--- src/rtl/control_unit_pipe_if.sv ---
// Fetch-to-decode bus for control_unit_pipe: instruction words and pipeline
// controls in, registered control word, opcode and immediate out.
interface control_unit_pipe_if #(
  parameter int INSTR_W = 16
);
  logic [INSTR_W-1:0] instr_in;
  logic               instr_valid;
  logic               stall;
  logic               flush;
  logic [8:0]         ctrl_out;
  logic [4:0]         opcode_out;
  logic [INSTR_W-1:0] imm_out;
  logic               ctrl_valid;
  logic               imm_valid;
  logic               busy;

  modport master (
    output instr_in, instr_valid, stall, flush,
    input  ctrl_out, opcode_out, imm_out, ctrl_valid, imm_valid, busy
  );

  modport slave (
    input  instr_in, instr_valid, stall, flush,
    output ctrl_out, opcode_out, imm_out, ctrl_valid, imm_valid, busy
  );
endinterface

--- src/rtl/control_unit_pipe.sv ---
// Registered opcode decoder that assembles opcode+immediate instruction pairs
// and issues control, opcode and immediate together; honours stall and flush.
module control_unit_pipe #(
  parameter int INSTR_W = 16,
  parameter bit IMM_EN  = 1'b1
) (
  input logic              clk,
  input logic              rst,
  control_unit_pipe_if.slave bus
);

  typedef enum logic {S_OP, S_IMM} state_e;

  state_e             state_q, state_d;
  logic [8:0]         ctrl_q, ctrl_d;
  logic [4:0]         opc_q, opc_d;
  logic [INSTR_W-1:0] imm_q, imm_d;
  logic               ctrl_valid_q, ctrl_valid_d;
  logic               imm_valid_q, imm_valid_d;
  logic [8:0]         pend_ctrl_q, pend_ctrl_d;
  logic [4:0]         pend_opc_q, pend_opc_d;

  logic [4:0] opc_in;
  logic [8:0] dec;

  assign opc_in = bus.instr_in[INSTR_W-1 -: 5];

  function automatic logic [8:0] decode(input logic [4:0] o);
    logic [8:0] c;
    c    = '0;
    c[8] = (o[4:2] == 3'b011) && !o[0];
    c[7] = (o[4:2] == 3'b011) &&  o[0];
    c[6] = (o == 5'b01101);
    c[5] = (o == 5'b01100);
    c[4] = (o == 5'b01111);
    c[3] = (o == 5'b01110);
    c[2] = (o == 5'b00111);
    c[1] = o inside {5'b00001, 5'b11111, 5'b11101, 5'b00011, 5'b11100,
                     5'b00111, 5'b10100, 5'b10101, 5'b01110};
    c[0] = (o[4:3] == 2'b10) ||
           (o inside {5'b01101, 5'b01111, 5'b00101, 5'b00111,
                      5'b00010, 5'b00000, 5'b01110});
    return c;
  endfunction

  assign dec = decode(opc_in);

  always_comb begin
    // NOTE: every next-state signal defaults to its held value first, so no
    // path through the branches below can infer a latch.
    state_d      = state_q;
    ctrl_d       = ctrl_q;
    opc_d        = opc_q;
    imm_d        = imm_q;
    ctrl_valid_d = ctrl_valid_q;
    imm_valid_d  = imm_valid_q;
    pend_ctrl_d  = pend_ctrl_q;
    pend_opc_d   = pend_opc_q;

    if (bus.flush) begin
      state_d      = S_OP;
      ctrl_d       = '0;
      opc_d        = '0;
      imm_d        = '0;
      ctrl_valid_d = 1'b0;
      imm_valid_d  = 1'b0;
      pend_ctrl_d  = '0;
      pend_opc_d   = '0;
    end else if (!bus.stall) begin
      // Bubble unless a word completes an instruction this cycle.
      ctrl_d       = '0;
      opc_d        = '0;
      imm_d        = '0;
      ctrl_valid_d = 1'b0;
      imm_valid_d  = 1'b0;
      if (bus.instr_valid) begin
        unique case (state_q)
          S_OP: begin
            if (IMM_EN && dec[1]) begin
              pend_ctrl_d = dec;
              pend_opc_d  = opc_in;
              state_d     = S_IMM;
            end else begin
              ctrl_d       = dec;
              opc_d        = opc_in;
              ctrl_valid_d = 1'b1;
            end
          end
          S_IMM: begin
            ctrl_d       = pend_ctrl_q;
            opc_d        = pend_opc_q;
            imm_d        = bus.instr_in;
            ctrl_valid_d = 1'b1;
            imm_valid_d  = 1'b1;
            state_d      = S_OP;
          end
          default: state_d = S_OP;
        endcase
      end
    end
  end

  always_ff @(posedge clk) begin
    // NOTE: non-blocking assignments keep every register sampling the
    // pre-edge values, independent of statement order.
    if (rst) begin
      state_q      <= S_OP;
      ctrl_q       <= '0;
      opc_q        <= '0;
      imm_q        <= '0;
      ctrl_valid_q <= 1'b0;
      imm_valid_q  <= 1'b0;
      pend_ctrl_q  <= '0;
      pend_opc_q   <= '0;
    end else begin
      state_q      <= state_d;
      ctrl_q       <= ctrl_d;
      opc_q        <= opc_d;
      imm_q        <= imm_d;
      ctrl_valid_q <= ctrl_valid_d;
      imm_valid_q  <= imm_valid_d;
      pend_ctrl_q  <= pend_ctrl_d;
      pend_opc_q   <= pend_opc_d;
    end
  end

  assign bus.ctrl_out   = ctrl_q;
  assign bus.opcode_out = opc_q;
  assign bus.imm_out    = imm_q;
  assign bus.ctrl_valid = ctrl_valid_q;
  assign bus.imm_valid  = imm_valid_q;
  assign bus.busy       = (state_q == S_IMM);

endmodule

--- src/flat_wrapper.sv ---
// flat-port wrapper written by rule: the top's interface ports become plain ports
module control_unit_pipe_flat 
#(
  parameter int INSTR_W = 16,
  parameter bit IMM_EN  = 1'b1
)
  (clk, rst, bus_instr_in, bus_instr_valid, bus_stall, bus_flush, bus_ctrl_out, bus_opcode_out, bus_imm_out, bus_ctrl_valid, bus_imm_valid, bus_busy);
  control_unit_pipe_if #(.INSTR_W(INSTR_W)) bus_i ();
  input logic clk;
  input logic rst;
  input wire logic [$bits(bus_i.instr_in)-1:0] bus_instr_in;
  input wire logic [$bits(bus_i.instr_valid)-1:0] bus_instr_valid;
  input wire logic [$bits(bus_i.stall)-1:0] bus_stall;
  input wire logic [$bits(bus_i.flush)-1:0] bus_flush;
  output wire logic [$bits(bus_i.ctrl_out)-1:0] bus_ctrl_out;
  output wire logic [$bits(bus_i.opcode_out)-1:0] bus_opcode_out;
  output wire logic [$bits(bus_i.imm_out)-1:0] bus_imm_out;
  output wire logic [$bits(bus_i.ctrl_valid)-1:0] bus_ctrl_valid;
  output wire logic [$bits(bus_i.imm_valid)-1:0] bus_imm_valid;
  output wire logic [$bits(bus_i.busy)-1:0] bus_busy;
  assign bus_i.instr_in = bus_instr_in;
  assign bus_i.instr_valid = bus_instr_valid;
  assign bus_i.stall = bus_stall;
  assign bus_i.flush = bus_flush;
  assign bus_ctrl_out = bus_i.ctrl_out;
  assign bus_opcode_out = bus_i.opcode_out;
  assign bus_imm_out = bus_i.imm_out;
  assign bus_ctrl_valid = bus_i.ctrl_valid;
  assign bus_imm_valid = bus_i.imm_valid;
  assign bus_busy = bus_i.busy;
  control_unit_pipe #(.INSTR_W(INSTR_W), .IMM_EN(IMM_EN)) u_core (.clk(clk), .rst(rst), .bus(bus_i));
endmodule
--- config.mk ---
export PLATFORM = sky130hd
export DESIGN_NAME = control_unit_pipe_flat
export DESIGN_NICKNAME = d
export VERILOG_FILES = /design/src/rtl/control_unit_pipe_if.sv /design/src/rtl/control_unit_pipe.sv /design/src/flat_wrapper.sv
export SDC_FILE = /design/constraint.sdc
export NUM_CORES = 1
export LEC_CHECK = 0
export ABC_AREA = 1
export CAP_MARGIN = 30
export CORE_ASPECT_RATIO = 1.1
export CORE_MARGIN = 5
export CORE_UTILIZATION = 65
export DETAILED_ROUTE_END_ITERATION = 12
export DONT_BUFFER_PORTS = 1
export HOLD_SLACK_MARGIN = 0.12
export PLACE_DENSITY = 0.78
export SYNTH_ARGS = -nofsm -noshare
export SYNTH_HDL_FRONTEND = slang
export SYNTH_SLANG_ARGS = --single-unit
export TNS_END_PERCENT = 100
--- constraint.sdc ---
create_clock -name clk -period 3.6 [get_ports clk]
set_clock_uncertainty 0.05 [all_clocks]
set_input_delay 0.36 -clock clk [delete_from_list [all_inputs] [get_ports clk]]
set_output_delay 0.36 -clock clk [all_outputs]
set_load 0.03 [all_outputs]
* Word level (Yosys, flattened, before mapping)
Index checks and enable logic that the tools add are counted.
Storage, ports and cells: bits in registers 47, latch bits 0, input port bits 21, output and inout bits 33, memories kept 0, bits in read-only memories 0, memory bits (writable) 0
Operators by class: $lt $le $gt $ge 0, equality and inequality tests 16, mux-type cells 15, bitwise logic cells 2, div/mod/pow operators 0, add/sub/neg operators 0, reduce and logical (&&, ||, !) cells 10, shifts and indexed selects 0, $mul 0
Operators by type and width (count):
- 2-to-1 mux 16 bit | 2
- equality test 5 bit (second input constant) | 5
- equality test 5 x 4 -> 1 bit (second input constant) | 4
- 2-to-1 mux 9 bit | 2
- one-hot mux 9 bit (2 select lines) | 1
- equality test 5 x 2 -> 1 bit (second input constant) | 2
- equality test 5 x 3 -> 1 bit (second input constant) | 2
- 2-to-1 mux 5 bit | 2
- one-hot mux 5 bit (2 select lines) | 1
- nonzero test 9 bit | 1
- nonzero test 7 bit | 1
- equality test 5 x 1 -> 1 bit (second input constant) | 1
- logical NOT 5 bit | 1
- 2-to-1 mux 1 bit | 5
- one-hot mux 1 bit (2 select lines) | 2
- AND reduction 4 bit | 1
- equality test 3 x 2 -> 1 bit (second input constant) | 1
- equality test 2 bit (second input constant) | 1
- logical AND 1 bit | 2
- NOT 1 bit | 2
- AND reduction 2 bit | 1
- OR reduction 2 bit | 1
- logical NOT 1 bit | 1
- logical OR 1 bit | 1

* Depth between registers and ports, before layout
Gate-level depths: netlist (run 1).
depth in word-level cells 6, gate-level depth with buffers 9, depth with buffers taken out 9

* Worst setup path after synthesis (run 1)
Ideal clock, no wire load.
path kind register to register, from register u_core.state_q, in the netlist u_core.bus.busy, to register u_core.opc_q[1], in the netlist u_core.bus.opcode_out[1], setup slack 2178 ps, path buffers 2, arrival 1301 ps, data required time 3479 ps, period minus slack after synthesis 1422 ps, setup time 71 ps, stages on the path, launching flop included 7, path through dfxtp_1 clkbuf_1 clkbuf_1 nand2_1 o21ai_0 nand3_1 a21oi_1
Between the ends: cells in the longest elaborated chain, start to end 3
RTL lines:
- start: declaration | line control_unit_pipe.sv:14 | state_e state_q, state_d;
- start signal: assignment | line control_unit_pipe.sv:116 | state_q <= state_d;
- NOT 1 bit | line control_unit_pipe.sv:77 | unique case (state_q)
- one-hot mux 5 bit (2 select lines) (*) | line control_unit_pipe.sv:77
- 2-to-1 mux 5 bit (*) | line control_unit_pipe.sv:76 | if (bus.instr_valid) begin
- end signal: assignment | line control_unit_pipe.sv:118 | opc_q <= opc_d;
- end: declaration | line control_unit_pipe.sv:16 | logic [4:0] opc_q, opc_d;
Every way passes the cells marked *; elsewhere a longest branch is shown, timed or not. A chain may end at the register's enable or synchronous reset.

* Worst setup path after layout (run 1)
from register u_core.state_q, in the netlist u_core.bus.busy, to register u_core.imm_q[8], in the netlist u_core.bus.imm_out[8]
Between the ends: cells in the longest elaborated chain, start to end 2
RTL lines:
- 2-to-1 mux 16 bit | line control_unit_pipe.sv:77
- 2-to-1 mux 16 bit | line control_unit_pipe.sv:76
- end signal: assignment | line control_unit_pipe.sv:119 | imm_q <= imm_d;
- end: declaration | line control_unit_pipe.sv:17 | logic [INSTR_W-1:0] imm_q, imm_d;
Every way passes these cells.

==> results of run 1 <==
## through the flow
step | worst slack, ns | instance area (µm²) | total power (W) | hold slack, ns | cells
2_1_floorplan | 2.18 | 1860 | 0.000583 | 0.367 | 252
3_3_place_gp | 1.75 | 1830 | 0.000581 | 0.376 | 271
3_5_place_dp | 1.66 | 1860 | 0.000587 | 0.380 | 272
4_1_cts | 1.63 | 2090 | 0.000821 | 0.120 | 297
5_1_grt | 1.42 | 2110 | 0.000865 | 0.131 | 299
6_report | 1.61 | 2110 | 0.000822 | 0.130 | 299
## state kept, by name, summed over array words and instances (netlist names)
register	cells
u_core.bus.imm_out	16
u_core.bus.imm_valid	1
u_core.bus.ctrl_out	9
u_core.pend_opc_q	5
u_core.bus.busy	1
u_core.pend_ctrl_q	9
u_core.bus.opcode_out	5
u_core.bus.ctrl_valid	1
## critical path: cells and delay by family, from the launching register on
kind,cells,cell delay [ns]
flip-flops,1,0.84
buffers and inverters,1,0.55
AND/OR/NAND/NOR,2,0.29
AO/OA/AOI/OAI,1,0.18
## power breakdown
part / leakage (nW) / switching (W) / internal (W)
clock network: 0.0242 / 0.000150 / 0.0000697
logic: 0.342 / 0.0000420 / 0.0000301
registers: 0.379 / 0.00000681 / 0.000523
total: 0.745 / 0.000199 / 0.000623
## cell families (layout without fill, tap and decap cells)
group	Yosys count	after routing	share of synthesized area [%]
simple gates	130	130	29.2
buf+inv	28	42	6.84
compound gates	47	47	13.5
flops	47	47	50.5
## metal layers
metal,track usage [%],share of wire (%),vias up
li1,-,-,835
met1,28.5,40,752
met5,0,0,-
met3,9.38,11,15
met2,40.3,46,78
met4,10.0,2.5,0
## cells in the final DEF, fill, tap and decap left out, drive strengths merged
cell type,n
dfxtp,47
buf,2
inv,14
nand2,86
nor3,1
a21oi,30
clkbuf,6
a31oi,5
o21ai,11
nand3,10
dlygate4sd3,20
o211ai,1
nand4,4
nor2,29
## worst paths after layout
kind	startpoint	endpoint	slack, ns
max	u_core.bus.busy	u_core.bus.imm_out[8]	1.61
min	bus_instr_in[11]	u_core.pend_opc_q[0]	0.13
max reg2reg	u_core.bus.busy	u_core.bus.imm_out[8]	1.61
min reg2reg	u_core.pend_ctrl_q[6]	u_core.pend_ctrl_q[6]	0.40
## layout make-up
class	count	share of cell area, %
clock buffer	6	1.95
inverter	14	2.49
multi-input combinational	177	37.6
sequential	47	44.5
tap	33	1.95
timing repair buffer	22	11.5
## timing repair
action                    in CTS  in global routing
setup buffers                  0                  0
hold buffers                  19                  1
hold endpoints to repair      34                  1
==> out/results.ini, run 1 <==
[floorplanning]
die_height_um=66.2
die_w_um=61.1
start_util_pct=67.7
core_area_um2=2750
rows=20
dieArea_um2=4040
ioPinCount=54

[logic_synthesis]
yosys_most_used_dff=dfxtp_1
synth.distinct_cells=23
synth_warnings=0
netlist_area_um2=1860
synth_most_common_cell=nand2_1
synthCells=252
ys_seq_area_share_pct=50.5
synth_area_leader_cell=dfxtp_1
synth_top_area_share_pct=50.5
yosys-top-cells-count=nand2_1, dfxtp_1, a21oi_1, nor2_1, inv_1
avgSynthCellArea_um2=7.40
synth_nets=273
synth_edf_count=0
ys_async_sr_fraction_pct=0
synth-seq-cells=47
synth.area.top_cells=dfxtp_1, nand2_1, a21oi_1

[placed_design]
routabilityCongestion=0.855
dpl.hpwl_mm=2.82
port_buffers=0

[detailed_routing]
num_vias=1680
drt_iter0_markers=112
antenna_left=0
drt_pass1_iterations=4
drc=0
routed_via_density=5.62
wl_mm=4.47
routedWlPerCell_um=15.0

[layout]
num-fill-cells=223
multi_input_area_um2=796
nets=288
syn2layout_area_growth_pct=13.4
drive_gt1_share_pct=6.77
n_antenna_cell=0
seqCellArea_um2=941
fin_util_pct=76.8

[clock_tree]
clock_latency_ns=0.35
post_cts_resized=0
clockBufferDepth=2
cts_sinks=47
cts.clk_slew.worst_paths_ns=0.12
htreeDepth=2
cts_tree=yes
root_buffer=clkbuf_4
cts_buffers=5

[status]
status=complete, no violations

[hold_path]
holdPathStages=2
hold_class=primary input to register

[power_and_ir_drop]
peakVddDrop_mv=0.349
p_leak_nw=0.745
p_per_area_nw_per_um2=389

[worst_setup_path]
setup.worst_path.class=register to register
start_kind=register
crit_top_cell=nand2_1
arrival_ns=2.23
cp.required_ns=3.83
critPathMaxFanout=23
slowest_delay_ns=0.84
rr_worst_depth=4
slowest_stage=dfxtp_1
worstPathCellList=nand2_1, inv_1, nand2_1, a21oi_1
end_kind=register

[sta]
slew_violations=0
finalSetupViolCount=0
hold_viol=0
relSlewSlack_pct=49.1
post-route-period-util_pct=55.4
tns_ns=0
rsz0062_at_grt=no
fin_crit_ns=1.99
max_freq_mhz=502
tightest_slew_ns=0.763

[grt]
grt_pass1_wl_mm=7.36
antenna_found_initial=0
overflow=0
grt_pass1_vias=1629
track_usage_pct=24.8
grt_max_degree=33

[job]
max_cap_violations=0

Power figures use the tool's default switching activity.
==> run 2, diff against run 1 <==
Settings changed: CORE_UTILIZATION 65 to 55, PLACE_DENSITY 0.78 to 0.7.
Clock period 3.6 ns to 1.8 ns, I/O delays scaled along.
==> out/results.ini, run 2 (synthesis gave the netlist of run 1 again) <==
[worst_setup_path]
start_kind=primary input
arrival_ns=1.89  ; -0.34 ns
rr_worst_depth=6  ; +2
setup.worst_path.class=primary input to register
critPathMaxFanout=8  ; -65%
cp.required_ns=2.04  ; -1.79 ns
end_kind=register

[power_and_ir_drop]
p_leak_nw=0.795  ; +6.7%
p_per_area_nw_per_um2=752  ; +93%
power_w=0.00166  ; +100%
peakVddDrop_mv=0.475  ; +36%

[layout]
n_antenna_cell=0  ; unchanged
final_cells=315  ; +5.4%
drive_gt1_share_pct=8.60  ; +1.8 points
final_common_cell=nand2_1
nets=299  ; +3.8%
largest_reg_flops=16  ; unchanged
fin_util_pct=67.0  ; -9.8 points
syn2layout_area_growth_pct=18.7
mostFrequentLayoutCells=nand2_1, dfxtp_1, a21oi_1

[clock_tree]
root_buffer=clkbuf_4
htreeDepth=2  ; unchanged
cts_sinks=47  ; unchanged
cts.clk_slew.worst_paths_ns=0.12  ; about the same
clock_latency_ns=0.35  ; about the same
cts_buffers=5  ; unchanged
clockBufferDepth=2  ; unchanged
cts_tree=yes

[hold_path]
hold_class=primary input to register
holdPathStages=5  ; +3

[grt]
track_usage_pct=20.0  ; -4.7 points
grt_max_degree=41  ; +24%
grt_pass1_vias=1491  ; -8.5%
grt_pass1_wl_mm=7.28  ; -1.0%
overflow=0  ; unchanged
antenna_found_initial=0  ; unchanged

[sta]
tightest_slew_ns=1.00  ; +0.238 ns
fin_crit_ns=1.66
rsz0062_at_grt=no
finalSetupViolCount=0  ; unchanged
relSlewSlack_pct=33.0  ; -16 points
max_freq_mhz=603
slew_violations=0  ; unchanged
tns_ns=0  ; unchanged
whs_ns=0.143  ; +0.0129 ns
post-route-period-util_pct=92.1
hold_viol=0  ; unchanged

[floorplanning]
rows=22  ; +10%
core_area_um2=3300  ; +20%
ioPinCount=54  ; unchanged
dieArea_um2=4660  ; +15%
start_util_pct=56.4  ; -11 points
die_height_um=71.1  ; +7.4%
die_w_um=65.5  ; +7.3%

[detailed_routing]
top_layer=met4
dr_wl_met3_um=325  ; -36%
routed_via_density=5.25  ; -6.6%
num_vias=1653  ; -1.6%
wl_mm=4.48  ; about the same
drt_iter0_markers=157  ; +40%
routedWlPerCell_um=14.2  ; -5.1%
drc=0  ; unchanged
wl_met2_mm=1.95  ; -5.3%
drt_pass1_iterations=4  ; unchanged
antenna_left=0  ; unchanged
drt-met1-wl_mm=2.14  ; +19%

[status]
status=complete, no violations

[placed_design]
dpl.hpwl_mm=2.88  ; +2.3%
placed_cells=279  ; +2.6%
port_buffers=0  ; unchanged
routabilityCongestion=0.878  ; +2.7%

[job]
max_cap_violations=0  ; unchanged

==> run 2: cell count changes in the layout (fill, tap and decap cells not counted) <==
cell / before / now
clkinv_2: 0 / 1
buf_4: 0 / 5
buf_6: 0 / 1
clkbuf_1: 1 / 2
dlygate4sd3_1: 20 / 26
buf_8: 1 / 0
buf_12: 0 / 1
buf_16: 1 / 0
==> run 2: area by class of cell <==
class / instances / area, µm²
Sequential cell: 47 / 941
Inverter: 14 / 52.6
Clock inverter: 1 / 5.00
Timing Repair Buffer: 33 / 329
Tap cell: 36 / 45.0
Clock buffer: 7 / 45.0
Multi-Input combinational cell: 177 / 796
Fill cell: 310 / 1090
==> run 2: worst paths after layout <==
path,slack [ns],startpoint,endpoint
max,0.14,bus_instr_valid,u_core.bus.opcode_out[4]
max reg2reg,0.25,u_core.bus.busy,u_core.bus.imm_out[4]
min reg2reg,0.40,u_core.pend_ctrl_q[5],u_core.pend_ctrl_q[5]
min,0.14,bus_instr_in[15],u_core.pend_ctrl_q[2]
==> run 2: critical path: stages <==
cell           delay, ns
dlygate4sd3_1       0.53
inv_1               0.06
nor2_4              0.12
dlygate4sd3_1       0.73
nand3_1             0.13
a21oi_1             0.13
==> run 2: routing by layer <==
| layer | vias up | global-route usage, % |
|---|---|---|
| li1 | 865 | - |
| met1 | 740 | 26.0 |
| met4 | 0 | 5.53 |
| met2 | 42 | 31.7 |
| met3 | 6 | 6.67 |
| met5 | - | 0 |
==> run 2: metrics by stage <==
stage,setup slack (ns),cell area [µm²]
floorplan,0.378,1860
global placement,0.455,1870
detailed placement,0.411,1870
CTS,0.0721,2200
global route,0.0588,2210
finish,0.143,2210
==> run 2: repair_timing <==
item                                   in CTS  in global routing
setup endpoints to repair                   0                  1
hold buffers                               27                  0
gates resized for setup                     0                  1
endpoints found under the hold margin      41                  0
buffers inserted                            0                  1
==> run 2: report_power, final <==
part	switching, W	internal (W)	total, W
Clock	0.000304	0.000153	0.000456
Combinational	0.0000875	0.0000611	0.000149
Sequential	0.0000123	0.00105	0.00106
==> run 3, diff against run 2 <==
Settings changed: CELL_PAD_IN_SITES_DETAIL_PLACEMENT from default to 0, CELL_PAD_IN_SITES_GLOBAL_PLACEMENT from default to 1, CORE_UTILIZATION 55 to 39.
==> out/results.ini, run 3 (synthesis gave the netlist of run 1 again) <==
[clock_tree]
clock_latency_ns=0.30  ; -0.05 ns
cts_buffers=5  ; unchanged
cts_sinks=47  ; unchanged
cts.clk_slew.worst_paths_ns=0.08  ; -0.04 ns
clockBufferDepth=2  ; unchanged
cts_tree=yes
root_buffer=clkbuf_8
htreeDepth=2  ; unchanged
post-cts-setup-buffer-count=0  ; unchanged

[power_and_ir_drop]
switching_power_w=0.000436  ; +8.0%
p_comb_share_pct=7.9  ; -1.0 points
p_per_area_nw_per_um2=835  ; +11%
sequentialPowerShare_pct=58.4  ; -5.2 points
p_sw_share_pct=24.1  ; -0.18 points
p_leak_nw=0.764  ; -3.9%
peakVddDrop_mv=0.405  ; -15%
power_w=0.00181  ; +8.8%
power_frac_clock_pct=33.6  ; +6.2 points
p_int_w=0.00137  ; +9.0%

[layout]
nets=289  ; -3.3%
n_antenna_cell=0  ; unchanged
design_area_um2=2170  ; -2.0%
syn2layout_area_growth_pct=16.3
final_common_cell=nand2_1
final_cells=325  ; +3.2%
mostFrequentLayoutCells=nand2_1, dfxtp_1, a21oi_1
drive_gt1_share_pct=8.55  ; -0.052 points
largest_reg_flops=16  ; unchanged

[worst_setup_path]
reg2reg_from=u_core.bus.busy
setup.worst_path.class=primary input to register
rrSetupSlack_ns=0.47  ; +0.22 ns
critPathMaxFanout=16  ; +8
cp.required_ns=1.95  ; -0.09 ns
arrival_ns=1.75  ; -0.14 ns
rr_worst_depth=5  ; -1
timing.rr.end=u_core.bus.imm_out[7]
start_kind=primary input
end_kind=register

[placed_design]
dpl_cell_area_um2=1900  ; +1.3%
place_ws_ns=0.371  ; -0.0397 ns
placed_cells=299  ; +7.2%
dpl.hpwl_mm=3.15  ; +9.4%
port_buffers=0  ; unchanged
routabilityCongestion=0.757  ; -14%

[detailed_routing]
drt_pass1_iterations=4  ; unchanged
wl_mm=4.76  ; +6.3%
drc=0  ; unchanged
antenna_left=0  ; unchanged
drt_iter0_markers=107  ; -32%
routedWlPerCell_um=14.6  ; +3.1%
num_vias=1624  ; -1.8%
routed_via_density=5.00  ; -4.8%

[status]
status=complete, no violations

[floorplanning]
ioPinCount=54  ; unchanged
dieArea_um2=6260  ; +35%
die_w_um=75.9  ; +16%
rows=26  ; +18%
start_util_pct=40.1  ; -16 points
die_height_um=82.5  ; +16%
core_area_um2=4650  ; +41%

[sta]
rsz0062_at_grt=no
post-route-period-util_pct=89.4  ; -2.7 points
tns_ns=0  ; unchanged
hold_viol=0  ; unchanged
fin_crit_ns=1.61  ; -0.0482 ns
tightest_slew_ns=0.619  ; -0.382 ns
setup_slack_ns=0.191  ; +0.0482 ns
relSlewSlack_pct=58.7  ; +26 points
max_freq_mhz=621  ; +3.0%
slew_violations=0  ; unchanged
finalSetupViolCount=0  ; unchanged

[grt]
track_usage_pct=15.9  ; -4.1 points
antenna_found_initial=0  ; unchanged
grt_max_degree=35  ; -15%
grt_pass1_wl_mm=7.94  ; +9.0%
grt_pass1_vias=1591  ; +6.7%
overflow=0  ; unchanged

[hold_path]
holdPathEnd=u_core.pend_ctrl_q[0]
worstHoldStart=bus_instr_in[15]
hold_class=primary input to register
holdPathStages=4  ; -1

[job]
max_cap_violations=0  ; unchanged

==> run 3: cell count changes in the layout (fill, tap and decap cells not counted) <==
| cell | previous run | this run |
|---|---|---|
| dlygate4sd3_1 | 26 | 17 |
| clkbuf_4 | 5 | 0 |
| clkbuf_8 | 0 | 5 |
| buf_6 | 1 | 0 |
==> run 3: per-stage QoR <==
stage | hold slack, ns | utilization (%)
2_1_floorplan | 0.274 | -
3_3_place_gp | 0.275 | 40.8
3_5_place_dp | 0.278 | 40.8
4_1_cts | 0.133 | 46.6
5_1_grt | 0.150 | 46.6
6_report | 0.137 | 46.6
==> run 3: layout make-up <==
type / instances / area (µm²)
Tap cell: 56 / 70.1
Inverter: 14 / 52.6
Clock inverter: 1 / 5.00
Fill cell: 499 / 2480
Multi-Input combinational cell: 177 / 796
Timing Repair Buffer: 23 / 228
Sequential cell: 47 / 941
Clock buffer: 7 / 76.3
==> run 3: how the worst max path moves through the flow <==
| stage | cells past startpoint | endpoint | start |
|---|---|---|---|
| final | 10 | u_core.pend_opc_q[0] | bus_instr_in[12] |
| after global routing | 10 | u_core.pend_ctrl_q[1] | bus_instr_in[12] |
| after CTS | 10 | u_core.pend_opc_q[0] | bus_instr_in[12] |
| after detailed placement | 8 | u_core.pend_ctrl_q[8] | bus_instr_valid |
| after global placement | 8 | u_core.pend_ctrl_q[8] | bus_instr_valid |
| after floorplan | 6 | u_core.bus.opcode_out[1] | u_core.bus.busy |
==> run 3: critical path: stages <==
cell and delay [ns]:
dlygate4sd3_1 0.67, inv_2 0.10, nor2_2 0.11, nor2_1 0.05, nand2_1 0.06, nand3_2 0.11
nand2_4 0.20, inv_2 0.12, nor2_1 0.11, nor2_1 0.05
==> run 3: what timing repair did <==
item	4_1_cts	5_1_grt
hold buffers	18	0
endpoints found under the setup margin	0	0
endpoints found under the hold margin	38	0
resized for setup	0	0
==> run 3: metal layers <==
metal	track usage, %	routed length, µm	up-vias
li1	-	-	838
met1	19.7	2240	727
met2	25.5	2080	53
met3	5.64	372	6
met4	5.69	62	0
met5	0	0	-
==> run 3: power by group through the flow <==
| stage | combinational [W] | clock (W) | sequential (W) |
|---|---|---|---|
| after detailed placement | 0.0000923 | 0 | 0.00108 |
| after global placement | 0.0000928 | 0 | 0.00108 |
| after global routing | 0.000160 | 0.000684 | 0.00106 |
| after floorplan | 0.0000847 | 0 | 0.00108 |
| final | 0.000144 | 0.000609 | 0.00106 |
| after CTS | 0.000144 | 0.000631 | 0.00106 |
